--- src/rtl/fold_sig_compare_pkg.sv ---
// Shared types, defaults and the rotate helper for the fold signature compare block.
package fold_sig_pkg;

  localparam int W_DEF         = 8;
  localparam int FRAME_LEN_DEF = 16;
  localparam int ROT_MAX_W     = 64;

  typedef enum logic {
    ACCUM = 1'b0,
    HOLD  = 1'b1
  } state_t;

  // 1-bit left rotate of the low w bits of v; callers zero-extend into ROT_MAX_W.
  function automatic logic [ROT_MAX_W-1:0] rotl1(input logic [ROT_MAX_W-1:0] v, input int w);
    logic [ROT_MAX_W-1:0] mask;
    mask  = (ROT_MAX_W'(1) << w) - ROT_MAX_W'(1);
    return ((v << 1) | (v >> (w - 1))) & mask;
  endfunction

endpackage

--- src/rtl/fold_sig_compare_if.sv ---
// Beat input, frame result and control bundle between the fold stage and the compare block.
interface fold_sig_compare_if
  import fold_sig_pkg::*;
#(
  parameter int W = W_DEF
);

  logic         clear;
  logic         in_valid;
  logic         in_ready;
  logic [W-1:0] aa;
  logic [W-1:0] bb;
  logic         out_valid;
  logic         out_ready;
  logic [W-1:0] sig_a;
  logic [W-1:0] sig_b;
  logic         match;
  logic [15:0]  mismatch_cnt;

  modport master (
    output clear, in_valid, aa, bb, out_ready,
    input  in_ready, out_valid, sig_a, sig_b, match, mismatch_cnt
  );

  modport slave (
    input  clear, in_valid, aa, bb, out_ready,
    output in_ready, out_valid, sig_a, sig_b, match, mismatch_cnt
  );

endinterface

--- src/rtl/fold_sig_compare_lane.sv ---
// One rolling rotate-XOR signature register; clr wins over en.
module fold_sig_lane
  import fold_sig_pkg::*;
#(
  parameter int W = W_DEF
) (
  input  logic         clk,
  input  logic         rst_n,
  input  logic         clr,
  input  logic         en,
  input  logic [W-1:0] word,
  output logic [W-1:0] sig
);

  always_ff @(posedge clk or negedge rst_n) begin
    if (!rst_n) begin
      sig <= '0;
    end else if (clr) begin
      sig <= '0;
    end else if (en) begin
      sig <= W'(rotl1(ROT_MAX_W'(sig), W)) ^ word;
    end
  end

endmodule

--- src/rtl/fold_sig_compare.sv ---
// Frame-based signature compare of two folded streams: ACCUM collects FRAME_LEN beats,
// HOLD presents both signatures until the result handshake completes.
module fold_sig_compare
  import fold_sig_pkg::*;
#(
  parameter int W         = W_DEF,
  parameter int FRAME_LEN = FRAME_LEN_DEF
) (
  input logic               clk,
  input logic               rst_n,
  fold_sig_compare_if.slave bus
);

  localparam int             CNT_W     = $clog2(FRAME_LEN);
  localparam logic [CNT_W-1:0] LAST_BEAT = CNT_W'(FRAME_LEN - 1);

  state_t           state_q;
  state_t           state_d;
  logic [CNT_W-1:0] beat_cnt_q;
  logic [15:0]      mismatch_cnt_q;
  logic [W-1:0]     sig_a;
  logic [W-1:0]     sig_b;
  logic             match;
  logic             accept;
  logic             done;
  logic             last_beat;
  logic             lane_clr;
  logic             lane_en;

  assign accept    = bus.in_valid && (state_q == ACCUM);
  assign done      = bus.out_ready && (state_q == HOLD);
  assign last_beat = (beat_cnt_q == LAST_BEAT);
  assign match     = (sig_a == sig_b);

  // A clear cycle discards any offered beat; a completed handshake restarts both signatures.
  assign lane_clr = bus.clear || done;
  assign lane_en  = accept && !bus.clear;

  fold_sig_lane #(.W(W)) u_lane_a (
    .clk   (clk),
    .rst_n (rst_n),
    .clr   (lane_clr),
    .en    (lane_en),
    .word  (bus.aa),
    .sig   (sig_a)
  );

  fold_sig_lane #(.W(W)) u_lane_b (
    .clk   (clk),
    .rst_n (rst_n),
    .clr   (lane_clr),
    .en    (lane_en),
    .word  (bus.bb),
    .sig   (sig_b)
  );

  always_ff @(posedge clk or negedge rst_n) begin
    if (!rst_n) begin
      state_q <= ACCUM;
    end else begin
      state_q <= state_d;
    end
  end

  always_comb begin
    state_d = state_q;
    if (bus.clear) begin
      state_d = ACCUM;
    end else begin
      case (state_q)
        ACCUM:   if (accept && last_beat) state_d = HOLD;
        HOLD:    if (bus.out_ready)       state_d = ACCUM;
        default: state_d = ACCUM;
      endcase
    end
  end

  always_ff @(posedge clk or negedge rst_n) begin
    if (!rst_n) begin
      beat_cnt_q <= '0;
    end else if (bus.clear || done) begin
      beat_cnt_q <= '0;
    end else if (accept) begin
      beat_cnt_q <= last_beat ? '0 : beat_cnt_q + CNT_W'(1);
    end
  end

  // Only a real handshake outside a clear cycle counts, and the count sticks at all-ones.
  always_ff @(posedge clk or negedge rst_n) begin
    if (!rst_n) begin
      mismatch_cnt_q <= '0;
    end else if (bus.clear) begin
      mismatch_cnt_q <= '0;
    end else if (done && !match && (mismatch_cnt_q != 16'hFFFF)) begin
      mismatch_cnt_q <= mismatch_cnt_q + 16'd1;
    end
  end

  assign bus.in_ready     = (state_q == ACCUM);
  assign bus.out_valid    = (state_q == HOLD);
  assign bus.sig_a        = sig_a;
  assign bus.sig_b        = sig_b;
  assign bus.match        = match;
  assign bus.mismatch_cnt = mismatch_cnt_q;

endmodule

--- src/flat_wrapper.sv ---
// flat-port wrapper written by rule: the top's interface ports become plain ports
module fold_sig_compare_flat import fold_sig_pkg::*;
#(
  parameter int W         = W_DEF,
  parameter int FRAME_LEN = FRAME_LEN_DEF
)
  (clk, rst_n, bus_clear, bus_in_valid, bus_aa, bus_bb, bus_out_ready, bus_in_ready, bus_out_valid, bus_sig_a, bus_sig_b, bus_match, bus_mismatch_cnt);
  fold_sig_compare_if #(.W(W)) bus_i ();
  input logic clk;
  input logic rst_n;
  input wire logic [$bits(bus_i.clear)-1:0] bus_clear;
  input wire logic [$bits(bus_i.in_valid)-1:0] bus_in_valid;
  input wire logic [$bits(bus_i.aa)-1:0] bus_aa;
  input wire logic [$bits(bus_i.bb)-1:0] bus_bb;
  input wire logic [$bits(bus_i.out_ready)-1:0] bus_out_ready;
  output wire logic [$bits(bus_i.in_ready)-1:0] bus_in_ready;
  output wire logic [$bits(bus_i.out_valid)-1:0] bus_out_valid;
  output wire logic [$bits(bus_i.sig_a)-1:0] bus_sig_a;
  output wire logic [$bits(bus_i.sig_b)-1:0] bus_sig_b;
  output wire logic [$bits(bus_i.match)-1:0] bus_match;
  output wire logic [$bits(bus_i.mismatch_cnt)-1:0] bus_mismatch_cnt;
  assign bus_i.clear = bus_clear;
  assign bus_i.in_valid = bus_in_valid;
  assign bus_i.aa = bus_aa;
  assign bus_i.bb = bus_bb;
  assign bus_i.out_ready = bus_out_ready;
  assign bus_in_ready = bus_i.in_ready;
  assign bus_out_valid = bus_i.out_valid;
  assign bus_sig_a = bus_i.sig_a;
  assign bus_sig_b = bus_i.sig_b;
  assign bus_match = bus_i.match;
  assign bus_mismatch_cnt = bus_i.mismatch_cnt;
  fold_sig_compare #(.W(W), .FRAME_LEN(FRAME_LEN)) u_core (.clk(clk), .rst_n(rst_n), .bus(bus_i));
endmodule
--- config.mk ---
export PLATFORM = sky130hd
export DESIGN_NAME = fold_sig_compare_flat
export DESIGN_NICKNAME = d
export VERILOG_FILES = /design/src/rtl/fold_sig_compare_pkg.sv /design/src/rtl/fold_sig_compare_if.sv /design/src/rtl/fold_sig_compare_lane.sv /design/src/rtl/fold_sig_compare.sv /design/src/flat_wrapper.sv
export SDC_FILE = /design/constraint.sdc
export NUM_CORES = 1
export LEC_CHECK = 0
export CAP_MARGIN = 0
export CORE_AREA = 2 2 61 107
export CTS_CLUSTER_DIAMETER = 40
export DETAILED_ROUTE_END_ITERATION = 10
export DIE_AREA = 0 0 63 109
export SLEW_MARGIN = 10
export SYNTH_ARGS = -nofsm -noshare
export SYNTH_HDL_FRONTEND = slang
export SYNTH_SLANG_ARGS = --single-unit
--- constraint.sdc ---
create_clock -name clk -period 3.99 [get_ports clk]
set_clock_uncertainty 0.1 [all_clocks]
set_input_delay 0.399 -clock clk [delete_from_list [all_inputs] [get_ports clk]]
set_output_delay 0.399 -clock clk [all_outputs]
set_load 0.02 [all_outputs]
==> results_tabular.tex <==
\begin{tabular}{lr}
\hline
Metric & Value \\
\hline
\multicolumn{2}{l}{\textbf{Routing}} \\
Remaining antenna violation count & 0 \\
WL per Instance & roughly 15 um \\
Count of unresolved DRC violations after routing & 0 \\
TritonRoute pass-1 iters & 4 \\
Mean number of vias per cell & 5.075 \\
Total length of routed wires & between 5 and 6 mm \\
Overall via count from detail\_route & around 1800 \\
Iteration-0 DRC Markers & between 60 and 70 \\
\multicolumn{2}{l}{\textbf{Pwr}} \\
NetSw & roughly 0.23 mW \\
Reg power frac & 50.2\% \\
Combinational Power Share & between 10\% and 20\% \\
Leak & about 1.0 nW \\
Worst vdd rail ir drop & between 0.1 and 0.15 mV \\
Final total power & around 0.82 mW \\
Switch share & about 28\% \\
Internal Pwr Total & just under 0.6 mW \\
Clk pwr share & around a third \\
Power per cell area & between 200 and 300 nW/um\^{}2 \\
\multicolumn{2}{l}{\textbf{Global route}} \\
Global-route wire length before repair & 8.700 mm \\
Initial antenna violation count & 0 \\
Pin count of the biggest net entering global routing & 38 \\
Vias in the first global route & between 1500 and 2000 \\
Overflow left after global routing & 0 \\
Global-route total usage across every layer & approximately 16\% \\
\multicolumn{2}{l}{\textbf{Critical path}} \\
Worst-path maximum fanout & 15 \\
Worst setup path class & flop to flop \\
Critical path's slowest cell & sky130\_fd\_sc\_hd\_\_nor4\_2 \\
Worst Setup Start Kind & flop \\
Critical path required time & between 4 and 5 ns \\
Critical-path cell list & ha\_1, nand4\_4, nor4\_2, nor4b\_1, mux2\_2 \\
Delay contributed by the slowest stage of the critical path & 0.97 ns \\
Critical Path End Type & flop \\
Arrival time of data at the critical path endpoint & around 2.6 ns \\
\multicolumn{2}{l}{\textbf{Synthesis}} \\
Top flip-flop cell by instance count after synthesis & sky130\_fd\_sc\_hd\_\_dfrtp\_1 \\
Mapped Area & $\sim$2100 um\^{}2 \\
Yosys warning count & 0 \\
Number of synthesized register bits & 37 \\
Syn nets & 233 \\
Cell count after synthesis & 210 \\
Number of enable-type register cells in the synthesized netlist & 0 \\
Proportion of synthesized chip area in sequential cells & $\sim$45\% \\
Mapped Avg Cell Area & a little under 10 um\^{}2 \\
Number of distinct library cells after synthesis & 42 \\
FFs w/ async S/R, synth & between 90\% and 100\% \\
\multicolumn{2}{l}{\textbf{Timing}} \\
Portion of the clock cycle consumed by the worst path in the final layout & between 60\% and 70\% \\
Setup repair after global routing missed its margin & false \\
Setup TNS after final layout & 0 ns \\
Fin. max-slew vios & 0 \\
Final critical-path required period & about 2.5 ns \\
Setup-failing EPs final & 0 \\
Transition time of the tightest slew-check pin & between 1 and 1.5 ns \\
Achievable frequency & just over 400 MHz \\
Final hold violation count & 0 \\
Relative slew margins & a little over a quarter \\
\multicolumn{2}{l}{\textbf{Layout}} \\
Fraction of layout instances using a drive strength above 1 & about a tenth \\
Most common cell after layout, fill and taps aside & sky130\_fd\_sc\_hd\_\_clkdlybuf4s50\_1 \\
Layout Area Growth over Synthesis & 35.08\% \\
Multi-input combinational cell area & between 1000 and 1500 um\^{}2 \\
Final Net Count & approximately 290 \\
Storage cell area & roughly 900 um\^{}2 \\
Fill cell count & 595 \\
Antenna fix cells & 0 \\
Most frequent cells in the layout & sky130\_fd\_sc\_hd\_\_clkdlybuf4s50\_1 (55), sky130\_fd\_sc\_hd\_\_dfrtp\_1 (37), sky130\_fd\_sc\_hd\_\_nor2\_1 (28) \\
\multicolumn{2}{l}{\textbf{Clock tree}} \\
Clock transition at the registers of the reported paths & 0.08 ns \\
Number of clock sinks seen by CTS & 37 \\
Hold bufs inserted after CTS & 0 \\
Clock tree root buffer cell & sky130\_fd\_sc\_hd\_\_clkbuf\_8 \\
Maximum number of buffers from clock root to sink & 2 \\
CTS tree & done \\
Insertion delay to the later sink of the worst-skew pair & 0.29 ns \\
Clock buffer count from CTS & 5 \\
Post-CTS Setup Bufs & 0 \\
CTS H-tree depth & 2 \\
Post-CTS Resized & 0 \\
\multicolumn{2}{l}{\textbf{Status}} \\
Run status & finished, final reports clean \\
\multicolumn{2}{l}{\textbf{Floorplanning}} \\
Initial core utilization & 34.09\% \\
Std cell rows & 38 \\
Die width & between 60 and 70 um \\
Vertical extent of the die & approximately 110 um \\
Area of the placeable core & about 6000 um\^{}2 \\
Number of primary I/O pins & 56 \\
Die area & 6867 um\^{}2 \\
\multicolumn{2}{l}{\textbf{Min path}} \\
Hold/Removal Path Class & primary input to async pin \\
\multicolumn{2}{l}{\textbf{Placed design}} \\
Final GP Congestion & just over 0.7 \\
Detailed-placement wirelength estimate & 3.769 mm \\
Count of input and output buffers & between 50 and 60 \\
\multicolumn{2}{l}{\textbf{Job}} \\
Maximum Capacitance Violations & 0 \\
\hline
\end{tabular}
[synthesized netlist by cell type (2+ instances only)]
| master | count | area share (%) |
|---|---|---|
| sky130_fd_sc_hd__ha_1 | 2 | 1.2 |
| sky130_fd_sc_hd__o21ai_0 | 4 | 0.97 |
| sky130_fd_sc_hd__nor2b_1 | 4 | 1.2 |
| sky130_fd_sc_hd__nor2_1 | 28 | 5.1 |
| sky130_fd_sc_hd__or3_1 | 3 | 0.91 |
| sky130_fd_sc_hd__or4_1 | 4 | 1.5 |
| sky130_fd_sc_hd__or4_2 | 2 | 0.85 |
| sky130_fd_sc_hd__nand4_1 | 3 | 0.91 |
| sky130_fd_sc_hd__buf_2 | 2 | 0.49 |
| sky130_fd_sc_hd__clkbuf_1 | 7 | 1.3 |
| sky130_fd_sc_hd__nor3_2 | 2 | 0.97 |
| sky130_fd_sc_hd__xnor2_1 | 24 | 10 |
| sky130_fd_sc_hd__or2_2 | 2 | 0.61 |
| sky130_fd_sc_hd__nand2b_1 | 4 | 1.2 |
| sky130_fd_sc_hd__o21bai_1 | 2 | 0.73 |
| sky130_fd_sc_hd__nand2_1 | 8 | 1.5 |
| sky130_fd_sc_hd__nor3_1 | 4 | 0.97 |
| sky130_fd_sc_hd__dfrtp_1 | 37 | 45 |
| sky130_fd_sc_hd__o31ai_1 | 5 | 1.8 |
| sky130_fd_sc_hd__a21oi_1 | 11 | 2.7 |
| sky130_fd_sc_hd__and3_1 | 2 | 0.61 |
| sky130_fd_sc_hd__nand3_1 | 8 | 1.9 |
| sky130_fd_sc_hd__nand4_4 | 2 | 2.1 |
| sky130_fd_sc_hd__a211oi_1 | 16 | 5.8 |
| sky130_fd_sc_hd__mux2_4 | 2 | 1.5 |
| sky130_fd_sc_hd__inv_1 | 5 | 0.91 |
| sky130_fd_sc_hd__nor4_1 | 2 | 0.61 |
[layout make-up]
| type | count | share of cell area [%] |
|---|---|---|
| Inverter | 5 | 0.6751 |
| Tap cell | 80 | 3.600 |
| Multi-Input combinational cell | 158 | 38.70 |
| Sequential cell | 37 | 33.30 |
| Clock inverter | 3 | 0.6301 |
| Timing Repair Buffer | 58 | 20.61 |
| Clock buffer | 5 | 2.475 |
[routing by layer]
| layer | part of all wire [%] | wire length [um] | vias up | track usage, % |
|---|---|---|---|---|
| met2 | 54 | 2794 | 50 | 30.02 |
| met3 | 4.3 | 221 | 8 | 3.509 |
| li1 | - | - | 867 | - |
| met4 | 2.1 | 108 | 0 | 6.825 |
| met5 | 0 | 0 | - | 0 |
| met1 | 40 | 2061 | 831 | 18.30 |
[power groups by stage]
stage               logic, mW  clock network, mW  registers [mW]
detailed placement      0.148                  0           0.418
global route            0.159              0.287           0.413
global placement        0.148                  0           0.418
floorplan              0.0604                  0           0.431
CTS                     0.149              0.273           0.411
finish                  0.146              0.261           0.410
[flip-flops by register name, summed over array words and instances, names as in the netlist]
signal / cells
u_core.u_lane_a.sig: 8
u_core.beat_cnt_q: 4
u_core.bus.mismatch_cnt: 16
u_core.u_lane_b.sig: 8
u_core.bus.out_valid: 1
[worst paths after layout]
path	end	slack, ns	startpoint	cells past startpoint
min in group clk	u_core.beat_cnt_q[1]$_DFFE_PN0P_	0.46	u_core.beat_cnt_q[1]$_DFFE_PN0P_	2
min	u_core.u_lane_b.sig[0]$_DFFE_PN0P_	0.44	rst_n	2
max in group asynchronous	u_core.beat_cnt_q[0]$_DFFE_PN0P_	3.02	rst_n	2
max	u_core.bus.mismatch_cnt[6]$_DFFE_PN0P_	1.50	u_core.bus.mismatch_cnt[0]$_DFFE_PN0P_	5
max reg2reg	u_core.bus.mismatch_cnt[6]$_DFFE_PN0P_	1.50	u_core.bus.mismatch_cnt[0]$_DFFE_PN0P_	5
min reg2reg	u_core.beat_cnt_q[1]$_DFFE_PN0P_	0.46	u_core.beat_cnt_q[1]$_DFFE_PN0P_	2
[metrics by stage]
step           worst slack [ns]  util (%)  std cells  hold WS, ns  instance area [um^2]
2_1_floorplan             1.776         -        210     0.003409                  2058
3_3_place_gp              1.484     44.61        338       0.4425                  2694
3_5_place_dp              1.472     44.61        338       0.4458                  2694
4_1_cts                   1.479     46.04        346       0.4589                  2780
5_1_grt                   1.243     46.04        346       0.4927                  2780
6_report                  1.504     46.04        346       0.4390                  2780
[critical path, delay by kind of cell, from the launching register on]
| kind | cells | cell delay (ns) |
|---|---|---|
| DFF | 1 | 0.43 |
| adders and majority gates | 1 | 0.27 |
| and+or+nand+nor | 3 | 1.28 |
| muxes | 1 | 0.31 |
[kinds of logic (layout without fill, tap and decap cells)]
| logic type | after synthesis | in the layout | synth area share (%) |
|---|---|---|---|
| and+or+nand+nor | 84 | 84 | 23.65 |
| AOI/OAI and AO/OA | 43 | 43 | 14.16 |
| DFF | 37 | 37 | 44.98 |
| xor gates and xnor gates | 25 | 25 | 10.64 |
| buffers and inverters | 15 | 71 | 2.857 |
| muxes | 4 | 4 | 2.492 |
| adders and majority gates | 2 | 2 | 1.216 |
(Power assumes the default switching activity.)
